**config.mk**
```make
export PLATFORM = sky130hd
export DESIGN_NAME = mmio_uart_tx_flat
export DESIGN_NICKNAME = d
export VERILOG_FILES = /design/src/rtl/mmio_uart_tx_if.sv /design/src/rtl/mmio_uart_tx.sv /design/src/flat_wrapper.sv
export SDC_FILE = /design/constraint.sdc
export NUM_CORES = 1
export LEC_CHECK = 0
export BUFFER_PORTS_ARGS = -buffer_cell sky130_fd_sc_hd__buf_4
export CORE_MARGIN = 1.5
export CORE_UTILIZATION = 54
export DETAILED_ROUTE_END_ITERATION = 10
export PLACE_DENSITY = 0.86
export SYNTH_ARGS = -nofsm -noshare
export SYNTH_HDL_FRONTEND = slang
export SYNTH_SLANG_ARGS = --single-unit
```
**constraint.sdc**
```tcl
create_clock -name clk -period 5 [get_ports clk]
set_clock_uncertainty 0.15 [all_clocks]
set_input_delay 0.25 -clock clk [delete_from_list [all_inputs] [get_ports clk]]
set_output_delay 0.25 -clock clk [all_outputs]
set_load 0.03 [all_outputs]
```
**src/rtl/mmio_uart_tx_if.sv**
```systemverilog
// mmio_uart_tx_if: core data-memory port as seen by the memory-mapped UART.
interface mmio_uart_tx_if;
    logic [31:0] data_adr;
    logic [31:0] data_out;
    logic [31:0] rd_data;
    logic        mem_read;
    logic        mem_write;
    logic        sel;
    modport master (output data_adr, data_out, mem_read, mem_write, input sel, rd_data);
    modport slave  (input data_adr, data_out, mem_read, mem_write, output sel, rd_data);
endinterface

```
**src/rtl/mmio_uart_tx.sv**
```systemverilog
// mmio_uart_tx: memory-mapped 8N1 UART transmitter with a small byte FIFO.
module mmio_uart_tx #(
    parameter int          CLKS_PER_BIT = 16,
    parameter int          FIFO_DEPTH   = 4,
    parameter logic [31:0] BASE_ADR     = 32'hFFFF_0000
) (
    input  logic          clk,
    input  logic          rst,
    mmio_uart_tx_if.slave bus,
    output logic          tx
);
    localparam int AW = (FIFO_DEPTH > 1) ? $clog2(FIFO_DEPTH) : 1;
    localparam int CW = $clog2(FIFO_DEPTH) + 1;
    localparam int BW = $clog2(CLKS_PER_BIT);
    localparam logic [BW-1:0] LAST = BW'(CLKS_PER_BIT - 1);

    typedef enum logic [1:0] {IDLE, START, DATA, STOP} state_t;

    state_t        r_state, w_state;
    logic [BW-1:0] r_bcnt, w_bcnt;
    logic [2:0]    r_bidx, w_bidx;
    logic [7:0]    r_shift, w_shift;
    logic [7:0]    r_mem [FIFO_DEPTH];
    logic [AW-1:0] r_wp, r_rp;
    logic [CW-1:0] r_count;
    logic [3:0]    w_off;
    logic          r_tx, w_tx, r_en, r_ovf;
    logic          w_pop, w_push, w_go, w_end, w_empty, w_full, w_wr_tx, w_wr_ctrl;
    logic          w_unused;

    assign w_off     = bus.data_adr[3:0];
    assign bus.sel   = bus.data_adr[31:4] == BASE_ADR[31:4];
    assign w_wr_tx   = bus.sel & bus.mem_write & (w_off == 4'h0);
    assign w_wr_ctrl = bus.sel & bus.mem_write & (w_off == 4'h8);
    assign w_empty   = r_count == '0;
    assign w_full    = r_count == CW'(FIFO_DEPTH);
    assign w_go      = r_en & ~w_empty;
    assign w_end     = r_bcnt == LAST;
    // A full FIFO still accepts a byte when the transmitter pops in the same cycle.
    assign w_push    = w_wr_tx & (~w_full | w_pop);
    assign tx        = r_tx;
    assign w_unused  = &{1'b0, bus.data_out[31:8]};

    always_comb
        bus.rd_data = !(bus.sel & bus.mem_read) ? '0 :
                      (w_off == 4'h4) ? {24'b0, 4'(r_count), r_ovf, r_state != IDLE, w_empty, w_full} :
                      (w_off == 4'h8) ? {31'b0, r_en} : '0;

    always_comb begin
        w_state = r_state;
        w_bcnt  = r_bcnt + 1'b1;
        w_bidx  = r_bidx;
        w_shift = r_shift;
        w_tx    = r_tx;
        w_pop   = 1'b0;
        case (r_state)
            IDLE: begin
                w_bcnt = '0;
                if (w_go) begin
                    w_pop   = 1'b1;
                    w_state = START;
                    w_shift = r_mem[r_rp];
                    w_tx    = 1'b0;
                end
            end
            START: if (w_end) begin
                w_bcnt  = '0;
                w_bidx  = '0;
                w_state = DATA;
                w_tx    = r_shift[0];
            end
            DATA: if (w_end) begin
                w_bcnt  = '0;
                w_bidx  = r_bidx + 1'b1;
                w_shift = r_shift >> 1;
                w_tx    = r_shift[1];
                if (r_bidx == 3'd7) begin
                    w_state = STOP;
                    w_tx    = 1'b1;
                end
            end
            STOP: if (w_end) begin
                w_bcnt  = '0;
                w_pop   = w_go;
                w_state = w_go ? START : IDLE;
                w_tx    = ~w_go;
                w_shift = w_go ? r_mem[r_rp] : r_shift;
            end
            default: w_state = IDLE;
        endcase
    end

    always_ff @(posedge clk or negedge rst)
        if (!rst) begin
            r_state <= IDLE;
            r_bcnt  <= '0;
            r_bidx  <= '0;
            r_shift <= '0;
            r_tx    <= 1'b1;
        end else begin
            r_state <= w_state;
            r_bcnt  <= w_bcnt;
            r_bidx  <= w_bidx;
            r_shift <= w_shift;
            r_tx    <= w_tx;
        end

    always_ff @(posedge clk or negedge rst)
        if (!rst) begin
            r_wp    <= '0;
            r_rp    <= '0;
            r_count <= '0;
            r_en    <= 1'b1;
            r_ovf   <= 1'b0;
        end else begin
            r_wp    <= r_wp + AW'(w_push);
            r_rp    <= r_rp + AW'(w_pop);
            r_count <= r_count + CW'(w_push) - CW'(w_pop);
            if (w_wr_ctrl)
                r_en <= bus.data_out[0];
            // A dropped write outranks a same-cycle clear.
            if (w_wr_tx & ~w_push)
                r_ovf <= 1'b1;
            else if (w_wr_ctrl & bus.data_out[1])
                r_ovf <= 1'b0;
        end

    always_ff @(posedge clk)
        if (w_push)
            r_mem[r_wp] <= bus.data_out[7:0];
endmodule

```
**src/flat_wrapper.sv**
```systemverilog
// flat-port wrapper written by rule: the top's interface ports become plain ports
module mmio_uart_tx_flat 
#(
    parameter int          CLKS_PER_BIT = 16,
    parameter int          FIFO_DEPTH   = 4,
    parameter logic [31:0] BASE_ADR     = 32'hFFFF_0000
)
  (clk, rst, tx, bus_data_adr, bus_data_out, bus_mem_read, bus_mem_write, bus_sel, bus_rd_data);
  mmio_uart_tx_if bus_i ();
  input  logic clk;
  input  logic rst;
  output logic tx;
  input wire logic [$bits(bus_i.data_adr)-1:0] bus_data_adr;
  input wire logic [$bits(bus_i.data_out)-1:0] bus_data_out;
  input wire logic [$bits(bus_i.mem_read)-1:0] bus_mem_read;
  input wire logic [$bits(bus_i.mem_write)-1:0] bus_mem_write;
  output wire logic [$bits(bus_i.sel)-1:0] bus_sel;
  output wire logic [$bits(bus_i.rd_data)-1:0] bus_rd_data;
  assign bus_i.data_adr = bus_data_adr;
  assign bus_i.data_out = bus_data_out;
  assign bus_i.mem_read = bus_mem_read;
  assign bus_i.mem_write = bus_mem_write;
  assign bus_sel = bus_i.sel;
  assign bus_rd_data = bus_i.rd_data;
  mmio_uart_tx #(.CLKS_PER_BIT(CLKS_PER_BIT), .FIFO_DEPTH(FIFO_DEPTH), .BASE_ADR(BASE_ADR)) u_core (.clk(clk), .rst(rst), .bus(bus_i), .tx(tx));
endmodule
```
==> out/results.tsv <==
metric	value	unit
outcome	finished, final reports clean	
worstReg2RegStart	u_core.r_state[0]$_DFFE_PN0P_	
dp_hpwl	3830	um
final_layout_size_suffix_gt1_frac	0.285	
maxUsedRoutingLayer	met4	
worst_slew_pin_slew	1.22	ns
synthesis.area	0.00297	sq mm
clkTransAtPathRegs	0.06	ns
multi_input_area	0.00118	sq mm
maxSlewViolCount	0	
drv_cap	0	
worstRegToRegCells	6	
floorplan.rows	26	
io_buffers	52	
finalPower	1.04	mW
cts_tree	done	
nFillCells	348	
root_buffer	clkbuf_8	
criticalPathCategory	reg2reg	
initial_core_util	0.570	
post_cts_resized	0	
viasPerCell	5.52	
m1WireLength	2250	um
hold_slack	0.120	ns
hold_viol	0	
vias	2014	
ios	102	
synthCells	224	
yosys_warnings	0	
cp-startpoint	u_core.r_state[0]$_DFFE_PN0P_	
fin_crit_sh	0.645	
critPathRequiredTime	4.80	ns
synth-seq-cells	59	
ys.flop_type	edfxtp_1	
routed_wl	5830	um
gr-usage-all-layers	0.208	
antenna_found_initial	0	
power.density	286	mW/mm^2
hold_depth	3	
routed-wl-met2	3150	um
route.antenna.remaining_nets	0	
grt_overflow	0	
clk_latency	0.33	ns
die_w	77.1	um
setup_viol	0	
met3_wirelength	339	um
final_net_count	371	
tns	0	ns
grt_pass1_vias	1950	
cts_sinks	59	
cts-htree-levels	3	
synth.avg_cell_area	13.2	sq um
seq_area	0.00164	sq mm
drt_pre_antenna_iters	6	
ys_seq_area_frac	0.553	
ff2ff_setup_slack	1.78	ns
path_max_fanout	8	
crit_arrival	3.02	ns
synthDistinctLibCells	54	
place.gp.congestion	0.833	
core	0.00520	sq mm
fin_crit	3.22	ns
regToRegEndpoint	u_core.r_mem[0][0]$_DFFE_PP_	
grt_pass1_wl	9150	um
die_area	0.00595	sq mm
wl_per_cell	16.0	um
relSlewSlack	0.178	
grt_max_degree	28	
crit_path_start_kind	register	
diodes	0	
chipHeight	77.1	um
area_delta_synth_final	22.3	%
cts_setup_buffers	0	
cts.path.max_buffers	2	
cts_buffers	9	
initialDrtViolationCount	140	
ctsHoldBuffers	9	
rsz0062_at_grt	false	
ys_async_sr_fraction	0.458	
synth_edf_count	32	
min_from	bus_mem_write	
min_to	u_core.r_en$_DFFE_PN1N_	
drc_errors	0	
ir_drop	0.000216	V
hp-class	in2reg	
fmax	0.310	GHz
cellLeakagePower	1.55	nW
crit_path_end_kind	register	
cells by family after synthesis:
| group | synth area share |
|---|---|
| flip-flops | 0.553 |
| buffers and inverters | 0.0814 |
| AND/OR/NAND/NOR | 0.119 |
| AO/OA/AOI/OAI | 0.0797 |
| other | 0.00126 |
| adder cells (fa/ha/maj) | 0.0531 |
| XOR/XNOR | 0.0207 |
| multiplexers | 0.0919 |
flip-flops by register name, indices dropped and copies added (netlist names):
signal,flops
u_core.tx,1
u_core.r_en,1
u_core.r_ovf,1
u_core.r_state,2
u_core.r_rp,2
u_core.r_bcnt,4
u_core.r_bidx,3
u_core.r_mem,32
u_core.r_shift,8
u_core.r_wp,2
u_core.r_count,3
cell usage in the layout, fill, tap and decap left out, drive strengths merged, types with 3 or more instances in the layout:
cell	Yosys	final
nor3b	4	4
nand4	6	6
edfxtp	32	32
dlygate4sd3	0	9
a22o	6	6
mux2i	7	7
ha	11	11
nor2	8	8
nor3	4	4
buf	27	52
xnor2	5	5
clkbuf	2	10
dfrtp	25	25
o31ai	3	3
nor4	3	3
mux4	8	8
o21ai	10	10
inv	10	10
nand2	16	16
conb	1	25
synthesized netlist by cell type (all sizes together), types with 2 or more instances:
master   n  area share
nor2     8       0.010
mux4     8       0.061
nor4b    2      0.0059
a22oi    2      0.0051
inv     10       0.013
xor2     2      0.0059
a31oi    2      0.0042
o21ai   10       0.017
nand3    2      0.0034
nor4     3       0.013
nor3b    4       0.013
ha      11       0.046
mux2     2      0.0076
clkbuf   2      0.0025
a22o     6       0.018
mux2i    7       0.024
xnor2    5       0.015
nor3     4      0.0084
or4      2      0.0051
nand4    6       0.017
dfrtp   25        0.21
and3     2      0.0042
edfxtp  32        0.32
and2     2      0.0042
buf     27       0.066
nand2   16       0.020
o31ai    3      0.0076
dfstp    2       0.018
metrics by stage:
step	util	setup WS, ns	cells	cell area, sq um
after global routing	0.697	1.50	365	3630
after floorplan	-	2.41	248	3060
after detailed placement	0.640	1.83	341	3330
after global placement	0.640	1.93	341	3330
final	0.697	1.78	365	3630
after CTS	0.697	1.79	365	3630
power breakdown:
| group | leakage, nW | switching [mW] | total (mW) | internal [mW] |
|---|---|---|---|---|
| clock network | 0.0960 | 0.178 | 0.454 | 0.276 |
| logic | 0.806 | 0.0403 | 0.0679 | 0.0276 |
| registers | 0.652 | 0.000000000624 | 0.514 | 0.514 |
| total | 1.55 | 0.219 | 1.04 | 0.817 |
worst max-delay path by stage:
stage                                        end  cells past startpoint
global placement    u_core.r_mem[0][5]$_DFFE_PP_                      5
CTS                 u_core.r_mem[0][0]$_DFFE_PP_                      6
detailed placement  u_core.r_mem[0][5]$_DFFE_PP_                      6
global route        u_core.r_mem[0][0]$_DFFE_PP_                      6
finish              u_core.r_mem[0][0]$_DFFE_PP_                      6
floorplan           u_core.r_mem[0][0]$_DFFE_PP_                      4
routing by layer:
| layer | vias to the layer above | track usage |
|---|---|---|
| met5 | - | 0 |
| met4 | 0 | 0.0855 |
| met3 | 8 | 0.0607 |
| met2 | 106 | 0.370 |
| met1 | 975 | 0.230 |
| li1 | 925 | - |
final cells by class:
type                    instances  area share
inverters                      10      0.0103
multi-input cells             150       0.324
well taps                      70      0.0241
flip-flops and latches         59       0.452
repair buffers                 61       0.132
clock buffers                  10      0.0352
clock inverters                 5      0.0217
critical path, cell delays in order (launching register included):
cell	delay [ns]
dfrtp_1	0.42
inv_1	0.17
ha_1	0.28
a41oi_1	0.10
o31ai_1	0.47
nand4_2	0.26
nor3_1	0.99
No activity file was read; power rests on OpenSTA's default activity.
